### src/rtl/rvm_mem_arbiter_pkg.sv
// Shared types and constants for the rvm_mem_arbiter memory-bus arbiter slice.
// FSM state codes, arbitration mode codes and the one-hot owner encoding.
package rvm_mem_arbiter_pkg;

    typedef enum logic [1:0] {
        RVM_ARB_IDLE   = 2'd0,
        RVM_ARB_ACCESS = 2'd1,
        RVM_ARB_RESP   = 2'd2
    } arb_state_e;

    localparam int RVM_ARB_MODE_FIXED = 0;
    localparam int RVM_ARB_MODE_RR    = 1;

    // One-hot {data, fetch}; the picker grant uses the same encoding.
    typedef enum logic [1:0] {
        RVM_ARB_OWN_NONE = 2'b00,
        RVM_ARB_OWN_F    = 2'b01,
        RVM_ARB_OWN_D    = 2'b10
    } arb_owner_e;

    localparam logic [3:0] RVM_ARB_FETCH_B_EN = 4'b1111;

endpackage

### src/rtl/rvm_arb_pick2.sv
// Two-way request picker: fixed priority (data wins) or round-robin
// (previous owner loses a tie). Produces a one-hot grant.
module rvm_arb_pick2
    import rvm_mem_arbiter_pkg::*;
#(
    parameter int ARB_MODE = RVM_ARB_MODE_FIXED
) (
    input  logic       i_f_req,
    input  logic       i_d_req,
    input  arb_owner_e i_last_owner,
    output arb_owner_e o_grant
);

    always_comb begin
        // NOTE: default assignment first so no path leaves o_grant unassigned (no latch).
        o_grant = RVM_ARB_OWN_NONE;
        if (i_f_req && i_d_req) begin
            if (ARB_MODE == RVM_ARB_MODE_RR && i_last_owner == RVM_ARB_OWN_D) begin
                o_grant = RVM_ARB_OWN_F;
            end else begin
                o_grant = RVM_ARB_OWN_D;
            end
        end else if (i_d_req) begin
            o_grant = RVM_ARB_OWN_D;
        end else if (i_f_req) begin
            o_grant = RVM_ARB_OWN_F;
        end
    end

endmodule

### src/rtl/rvm_mem_arbiter.sv
// Shared memory-bus arbiter/sequencer for fetch and load/store ports.
// Optional stall timeout is enabled by defining RVM_MEM_ARB_TIMEOUT_EN.
module rvm_mem_arbiter
    import rvm_mem_arbiter_pkg::*;
#(
    parameter int ARB_MODE       = RVM_ARB_MODE_FIXED,
    parameter int TIMEOUT_CYCLES = 64
) (
    input  logic        clk,
    input  logic        resetn,
    input  logic        f_req,
    input  logic [31:0] f_addr,
    output logic        f_done,
    output logic [31:0] f_rdata,
    output logic        f_error,
    input  logic        d_req,
    input  logic        d_wen,
    input  logic [31:0] d_addr,
    input  logic [31:0] d_wdata,
    input  logic [3:0]  d_b_en,
    output logic        d_done,
    output logic [31:0] d_rdata,
    output logic        d_error,
    output logic [31:0] mem_addr,
    output logic [31:0] mem_wdata,
    output logic        mem_c_en,
    output logic        mem_w_en,
    output logic [3:0]  mem_b_en,
    input  logic [31:0] mem_rdata,
    input  logic        mem_error,
    input  logic        mem_stall
);

    arb_state_e  r_state;
    arb_owner_e  r_owner;
    arb_owner_e  r_last_owner;
    logic [31:0] r_addr;
    logic [31:0] r_wdata;
    logic        r_c_en;
    logic        r_w_en;
    logic [3:0]  r_b_en;
    logic        r_f_done;
    logic [31:0] r_f_rdata;
    logic        r_f_error;
    logic        r_d_done;
    logic [31:0] r_d_rdata;
    logic        r_d_error;

    arb_owner_e  w_grant;
    logic        w_timeout;
    logic [31:0] w_cap_rdata;
    logic        w_cap_error;

    rvm_arb_pick2 #(
        .ARB_MODE (ARB_MODE)
    ) u_pick (
        .i_f_req      (f_req),
        .i_d_req      (d_req),
        .i_last_owner (r_last_owner),
        .o_grant      (w_grant)
    );

`ifdef RVM_MEM_ARB_TIMEOUT_EN
    localparam int CNT_W = $clog2(TIMEOUT_CYCLES + 1);
    logic [CNT_W-1:0] r_stall_cnt;

    // Fires on the stall cycle that would bring the count to TIMEOUT_CYCLES.
    assign w_timeout = (r_state == RVM_ARB_ACCESS) && mem_stall &&
                       (r_stall_cnt == CNT_W'(TIMEOUT_CYCLES - 1));

    always_ff @(posedge clk or negedge resetn) begin
        if (!resetn) begin
            r_stall_cnt <= '0;
        end else if (r_state != RVM_ARB_ACCESS) begin
            r_stall_cnt <= '0;
        end else if (mem_stall) begin
            r_stall_cnt <= r_stall_cnt + 1'b1;
        end
    end
`else
    assign w_timeout = 1'b0;
`endif

    assign w_cap_rdata = w_timeout ? 32'd0 : mem_rdata;
    assign w_cap_error = w_timeout | mem_error;

    always_ff @(posedge clk or negedge resetn) begin
        if (!resetn) begin
            r_state      <= RVM_ARB_IDLE;
            r_owner      <= RVM_ARB_OWN_NONE;
            r_last_owner <= RVM_ARB_OWN_F;
            r_addr       <= '0;
            r_wdata      <= '0;
            r_c_en       <= 1'b0;
            r_w_en       <= 1'b0;
            r_b_en       <= '0;
            r_f_done     <= 1'b0;
            r_f_rdata    <= '0;
            r_f_error    <= 1'b0;
            r_d_done     <= 1'b0;
            r_d_rdata    <= '0;
            r_d_error    <= 1'b0;
        end else begin
            // NOTE: non-blocking defaults make done a single-cycle pulse; later assignments win.
            r_f_done <= 1'b0;
            r_d_done <= 1'b0;
            unique case (r_state)
                RVM_ARB_IDLE: begin
                    if (w_grant != RVM_ARB_OWN_NONE) begin
                        r_owner <= w_grant;
                        r_c_en  <= 1'b1;
                        r_state <= RVM_ARB_ACCESS;
                        if (w_grant == RVM_ARB_OWN_D) begin
                            r_addr  <= d_addr;
                            r_wdata <= d_wdata;
                            r_w_en  <= d_wen;
                            r_b_en  <= d_b_en;
                        end else begin
                            r_addr  <= f_addr;
                            r_wdata <= '0;
                            r_w_en  <= 1'b0;
                            r_b_en  <= RVM_ARB_FETCH_B_EN;
                        end
                    end
                end
                RVM_ARB_ACCESS: begin
                    if (!mem_stall || w_timeout) begin
                        r_c_en  <= 1'b0;
                        r_state <= RVM_ARB_RESP;
                        if (r_owner == RVM_ARB_OWN_D) begin
                            r_d_rdata <= w_cap_rdata;
                            r_d_error <= w_cap_error;
                            r_d_done  <= 1'b1;
                        end else begin
                            r_f_rdata <= w_cap_rdata;
                            r_f_error <= w_cap_error;
                            r_f_done  <= 1'b1;
                        end
                    end
                end
                RVM_ARB_RESP: begin
                    r_last_owner <= r_owner;
                    r_owner      <= RVM_ARB_OWN_NONE;
                    r_state      <= RVM_ARB_IDLE;
                end
                default: r_state <= RVM_ARB_IDLE;
            endcase
        end
    end

    assign f_done    = r_f_done;
    assign f_rdata   = r_f_rdata;
    assign f_error   = r_f_error;
    assign d_done    = r_d_done;
    assign d_rdata   = r_d_rdata;
    assign d_error   = r_d_error;
    assign mem_addr  = r_addr;
    assign mem_wdata = r_wdata;
    assign mem_c_en  = r_c_en;
    assign mem_w_en  = r_w_en;
    assign mem_b_en  = r_b_en;

endmodule
### config.mk
export PLATFORM = sky130hd
export DESIGN_NAME = rvm_mem_arbiter
export DESIGN_NICKNAME = d
export VERILOG_FILES = /design/src/rtl/rvm_mem_arbiter_pkg.sv /design/src/rtl/rvm_arb_pick2.sv /design/src/rtl/rvm_mem_arbiter.sv
export SDC_FILE = /design/constraint.sdc
export NUM_CORES = 1
export LEC_CHECK = 0
export CAP_MARGIN = 25
export CORE_MARGIN = 5
export CORE_UTILIZATION = 44
export CTS_CLUSTER_SIZE = 14
export DETAILED_ROUTE_END_ITERATION = 12
export PLACE_DENSITY = 0.88
export SLEW_MARGIN = 5
export SYNTH_ARGS = -nofsm -noshare
export SYNTH_HDL_FRONTEND = slang
export SYNTH_HIERARCHICAL = 1
export SYNTH_SLANG_ARGS = --single-unit
### constraint.sdc
create_clock -name clk -period 2.71 [get_ports clk]
set_clock_uncertainty 0.2 [all_clocks]
set_input_delay 0.813 -clock clk [delete_from_list [all_inputs] [get_ports clk]]
set_output_delay 0.813 -clock clk [all_outputs]
set_load 0.02 [all_outputs]
==> qor.yml, run 1 <==
grt_start_max_net_pins: 54
timing.final.max_slew_violations: 0
regToRegEndpoint: "d_rdata[20]$_DFFE_PN0P_"
insertedDiodeCount: 0
fmax_mhz: 407
worstPathCellList: "clkdlybuf4s50_1"
finalSetupTns_ns: 0
antenna_violations_before_repair: 0
die_h_um: 124
vias: 4761
tightest_hold_check_type: "in -> async"
tritoncts_num_sinks: 142
final_antenna_net_count: 0
clock_path_buffers: 2
final_worst_path_period_need_ns: 2.45
vias_in_the_first_global_route: 5212
cts_buffers: 17
timing.critical_path.slowest_stage_cell: "sky130_fd_sc_hd__clkdlybuf4s50_1"
stages_on_the_worst_setup_path: 1
drive_above_1_share_pct: 10.7
dieArea_um2: 15300
p_per_area_nw_per_um2: 1290
timing_worst_setup_path_type: "reg -> out"
post_synthesis_instance_area_um2: 5710
pwr-share-seq_pct: 32.0
cp.arrival_ns: 1.44
fin_crit_sh_pct: 90.6
irDropWorstVdd_mv: 0.594
mostFrequentLayoutCell: "sky130_fd_sc_hd__clkdlybuf4s50_1"
switching_power_w: 0.00433
setup.worst_path.end_class: "output pin"
detail_route.wl_per_cell_um: 19.7
final_nets: 849
rsz_0062_raised_after_global_routing: "false"
worstPathRequired_ns: 1.70
drt_pre_antenna_iters: 5
worst_setup_path_start_kind: "register"
design_power_total_w: 0.0121
slowest_delay_ns: 0.63
overall_global_routing_usage_pct: 23.1
core_um2: 12700
ctsHoldBuffers: 0
clockPowerShare_pct: 21.3
timing.final.setup_violations: 0
layout.filler_cells: 827
drcViolationCount: 0
critPathTopFamily: "buffers and inverters"
timing.reg2reg.setup_slack_ns: 0.84
place.gp.congestion: 0.887
comb_power_share_pct: 46.7
finalCoreUtilization_pct: 74.1
postSynthCellCount: 430
mostFrequentLayoutCells: "275 x sky130_fd_sc_hd__clkdlybuf4s50_1, 142 x sky130_fd_sc_hd__dfrtp_1, 49 x sky130_fd_sc_hd__mux2_1"
rows: 41
flow.area_growth_from_synthesis_pct: 64.6
worstPathMaxFanout: 3
clk_latency_ns: 0.40
number_of_h_tree_levels: 4
io_buffers: 276
rr_worst_depth: 4
drt_iter0_markers: 305
tritoncts: "yes"
cts_setup_buffers: 0
cell_internal_pwr_w: 0.00782
status: "finished, final reports clean"
max_cap_violations: 0
swShare_pct: 35.7
grt_pass1_wl_um: 27200
finish.cell_count_without_fillers: 894
post_synth.cell_area_avg_um2: 13.3
cts_root_buffer_type: "sky130_fd_sc_hd__clkbuf_16"
worstMarginPinSlew_ns: 0.663
drt-vias-per-instance: 5.33
grt_remaining_overflow: 0
start_util_pct: 45.0
clk_pin_slew_worst_paths_ns: 0.06
max_slew_margin_pct: 55.8
die_width_um: 124
place.detailed.instances: 863
timing.rr.start: "r_state[1]$_DFFE_PN0P_"
final.hold.worst_slack_ns: 0.148
synth_fp_nets: 569
cellLeakagePower_nw: 3.97
detail_route.wirelength_um: 17600
ioPinCount: 277
critical_path.n_buffers_inverters: 1
ys.warnings.count: 6
post_cts_repair_resize_count: 0
hpwl_um: 12900
hold_violations: 0
[power groups by stage]
stage	sequential, W	combinational [W]	clock, W
finish	0.00389	0.00567	0.00259
global route	0.00402	0.00600	0.00272
CTS	0.00388	0.00573	0.00263
detailed placement	0.00388	0.00571	0
global placement	0.00382	0.00555	0
floorplan	0.00501	0.00167	0
[layout make-up]
class                           instances  area (µm²)  area share, %
Clock buffer                           22         484           5.16
Inverter                                8        30.0          0.320
Tap cell                              172         215           2.29
Sequential cell                       142        3550           37.8
Multi-Input combinational cell        244        1950           20.7
Timing Repair Buffer                  297        2980           31.8
Clock inverter                          9         180           1.92
[worst register-to-register path, stage by stage, from the launching register on]
cell and delay, ns:
sky130_fd_sc_hd__dfrtp_1 0.49, sky130_fd_sc_hd__nor3b_4 0.36, sky130_fd_sc_hd__nand3b_2 0.14, sky130_fd_sc_hd__buf_12 0.20, sky130_fd_sc_hd__mux2_1 0.35
[worst max path at each step]
stage,startpoint,endpoint,slack [ns]
after floorplan,f_req,mem_addr[0]$_DFFE_PN0P_,0.43
after global placement,f_req,mem_addr[16]$_DFFE_PN0P_,0.05
after detailed placement,f_req,mem_addr[12]$_DFFE_PN0P_,-0.02
after CTS,mem_addr[7]$_DFFE_PN0P_,mem_addr[7],0.25
after global routing,mem_addr[28]$_DFFE_PN0P_,mem_addr[28],0.21
final,mem_addr[30]$_DFFE_PN0P_,mem_addr[30],0.26
[registers in the layout, indices dropped and copies added, names as in the netlist]
register,count
mem_wdata,32
mem_addr,32
f_done,1
r_owner,2
f_rdata,32
mem_w_en,1
mem_b_en,4
d_error,1
d_rdata,32
mem_c_en,1
f_error,1
d_done,1
r_state,2
[per-layer routing]
metal / part of all wire [%] / track usage, % / up-vias
met5: 0 / 0 / -
met4: 2.2 / 7.89 / 0
met3: 8.5 / 7.04 / 27
met2: 52 / 40.4 / 237
met1: 37 / 26.9 / 2338
li1: - / - / 2159
[metrics by stage]
stage               setup WS, ns  instance area [µm²]
finish                     0.256                 9390
global route               0.211                 9390
CTS                        0.248                 9390
detailed placement       -0.0184                 8730
global placement          0.0549                 8730
floorplan                  0.425                 5710
Note: power is estimated with default switching activity, not from simulation.
==> run 2: changes to the inputs <==
Settings changed: CAP_MARGIN 25 to unset.
==> results of run 2 <==
No change in the layout: final DEF, timing and power equal those of run 1.
==> run 3: changes to the inputs <==
Settings changed: CORE_ASPECT_RATIO set to 0.9.
==> run 3 against run 2 <==
  * Die area barely moved
  * Count of clock-buffer cells in the layout did not move
  * Total power fell by 0.25%
  * Combinational power barely moved
  * Final area fell by 0.57%
  * Global-route usage fell by 0.37 points
  * Flip-flop and latch count did not move
  * Fmax fell by 0.21%
==> qor.yml, run 3 (synthesized netlist as in run 1, its figures left out) <==
comb_power_share_pct: 46.8  # was 46.7%
drcViolationCount: 0  # unchanged
tightest_hold_check_type: "in -> async"  # unchanged
clk_latency_ns: 0.41  # was 0.40 ns
irDropWorstVdd_mv: 0.724  # was 0.594 mV
timing_worst_setup_path_type: "reg -> out"  # unchanged
clk_pin_slew_worst_paths_ns: 0.06  # about the same
worstPathMaxFanout: 3  # unchanged
place.gp.congestion: 0.823  # was 0.887
number_of_h_tree_levels: 4  # unchanged
status: "finished, final reports clean"  # unchanged
tritoncts: "yes"  # unchanged
insertedDiodeCount: 0  # unchanged
max_slew_margin_pct: 58.1  # was 55.8%
final_nets: 842  # was 849
design_power_total_w: 0.0121  # about the same
ctsHoldBuffers: 0  # unchanged
worst_setup_path_start_kind: "register"  # unchanged
worstMarginPinSlew_ns: 0.628  # was 0.663 ns
vias_in_the_first_global_route: 5048  # was 5212
max_cap_violations: 0  # unchanged
final_antenna_net_count: 0  # unchanged
worstPathCellList: "clkdlybuf4s50_1"  # unchanged
die_width_um: 130  # was 124 µm
worstPathRequired_ns: 1.70  # about the same
cts_setup_buffers: 0  # unchanged
timing.critical_path.slowest_stage_cell: "sky130_fd_sc_hd__clkdlybuf4s50_1"  # unchanged
drt_pre_antenna_iters: 4  # was 5
swShare_pct: 35.8  # was 35.7%
ioPinCount: 277  # unchanged
rsz_0062_raised_after_global_routing: "false"  # unchanged
timing.critical_path.from: "mem_addr[13]$_DFFE_PN0P_"  # was mem_addr[30]$_DFFE_PN0P_
flow.area_growth_from_synthesis_pct: 63.6  # was 64.6%
core_um2: 12700  # about the same
cts_root_buffer_type: "sky130_fd_sc_hd__clkbuf_16"  # unchanged
cts_buffers: 17  # unchanged
setup.worst_path.end_class: "output pin"  # unchanged
clockPowerShare_pct: 21.1  # was 21.3%
fmax_mhz: 407  # about the same
cp.arrival_ns: 1.45  # was 1.44 ns
hold_violations: 0  # unchanged
drive_above_1_share_pct: 9.92  # was 10.7%
detail_route.wirelength_um: 17300  # was 17600 µm
post-route-worst-setup-slack_ns: 0.251  # was 0.256 ns
cellLeakagePower_nw: 3.93  # was 3.97 nW
clock_path_buffers: 2  # unchanged
drt_iter0_markers: 232  # was 305
grt_pass1_wl_um: 27000  # was 27200 µm
mostFrequentLayoutCells: "275 x sky130_fd_sc_hd__clkdlybuf4s50_1, 142 x sky130_fd_sc_hd__dfrtp_1, 49 x sky130_fd_sc_hd__mux2_1"  # unchanged
die_h_um: 118  # was 124 µm
grt_remaining_overflow: 0  # unchanged
antenna_violations_before_repair: 0  # unchanged
mostFrequentLayoutCell: "sky130_fd_sc_hd__clkdlybuf4s50_1"  # unchanged
rows: 39  # was 41
hpwl_um: 12500  # was 12900 µm
post_cts_repair_resize_count: 0  # unchanged
pwr-share-seq_pct: 32.1  # was 32.0%
p_per_area_nw_per_um2: 1300  # was 1290 nW/µm²
overall_global_routing_usage_pct: 22.7  # was 23.1%
grt_start_max_net_pins: 54  # unchanged
cell_internal_pwr_w: 0.00778  # was 0.00782 W
pre_cts_ws_ns: -0.0436  # was -0.0184 ns
switching_power_w: 0.00434  # was 0.00433 W
critPathTopFamily: "buffers and inverters"  # unchanged
dieArea_um2: 15400  # was 15300 µm²
timing.final.max_slew_violations: 0  # unchanged
start_util_pct: 45.0  # about the same
io_buffers: 276  # unchanged
detail_route.wl_per_cell_um: 19.7  # about the same
final_worst_path_period_need_ns: 2.46  # was 2.45 ns
timing.rr.start: "r_state[0]$_DFFE_PN0P_"  # was r_state[1]$_DFFE_PN0P_
fin_crit_sh_pct: 90.8  # was 90.6%
timing.final.setup_violations: 0  # unchanged
slowest_delay_ns: 0.64  # was 0.63 ns
drt-vias-per-instance: 5.45  # was 5.33
vias: 4792  # was 4761
tritoncts_num_sinks: 142  # unchanged
critical_path.n_buffers_inverters: 1  # unchanged
==> run 3: changes by cell type in the layout (fill, tap and decap cells not counted), sizes merged <==
cell and change:
clkinv +1, clkinvlp +1, inv -1, buf -7
==> run 3: final cells by class <==
| class | count | area [µm²] |
|---|---|---|
| Fill cell | 845 | 3350 |
| Clock inverter | 10 | 184 |
| Sequential cell | 142 | 3550 |
| Inverter | 8 | 30.0 |
| Tap cell | 164 | 205 |
| Clock buffer | 22 | 474 |
| Multi-Input combinational cell | 244 | 1950 |
| Timing Repair Buffer | 290 | 2940 |
==> run 3: worst paths after layout <==
check                      slack (ns)                       to  depth (start not counted)
setup / recovery                 0.25             mem_addr[13]                          1
hold / removal                   0.12  f_rdata[15]$_DFFE_PN0P_                          1
setup reg to reg                 0.84  d_rdata[22]$_DFFE_PN0P_                          4
hold reg to reg                  0.29  d_rdata[25]$_DFFE_PN0P_                          1
max in group asynchronous        1.56   f_rdata[2]$_DFFE_PN0P_                          2
min in group clk                 0.29  d_rdata[25]$_DFFE_PN0P_                          1
==> run 3: stage by stage <==
| stage | hold WS, ns | instances | util [%] | TNS (ns) | cell area [µm²] |
|---|---|---|---|---|---|
| finish | 0.120 | 880 | 73.6 | 0 | 9340 |
| global route | 0.127 | 880 | 73.6 | 0 | 9340 |
| CTS | 0.113 | 880 | 73.6 | 0 | 9340 |
| detailed placement | 0.280 | 848 | 68.4 | -0.434 | 8680 |
| global placement | 0.273 | 848 | 68.4 | 0 | 8680 |
| floorplan | 0.310 | 430 | - | 0 | 5710 |
==> run 3: power groups by stage <==
stage / clock network, W / logic (W) / registers, W
2_1_floorplan: 0 / 0.00167 / 0.00501
6_report: 0.00256 / 0.00567 / 0.00389
4_1_cts: 0.00260 / 0.00574 / 0.00389
5_1_grt: 0.00272 / 0.00600 / 0.00402
3_5_place_dp: 0 / 0.00570 / 0.00389
3_3_place_gp: 0 / 0.00554 / 0.00382
==> run 3: layer usage <==
metal / wire length (µm) / GRT usage [%] / vias to the layer above / share of wire (%)
met5: 0 / 0 / - / 0
met4: 571 / 10.3 / 0 / 3.3
met1: 6790 / 28.2 / 2349 / 39
met2: 8400 / 36.0 / 253 / 49
li1: - / - / 2146 / -
met3: 1530 / 7.12 / 44 / 8.8
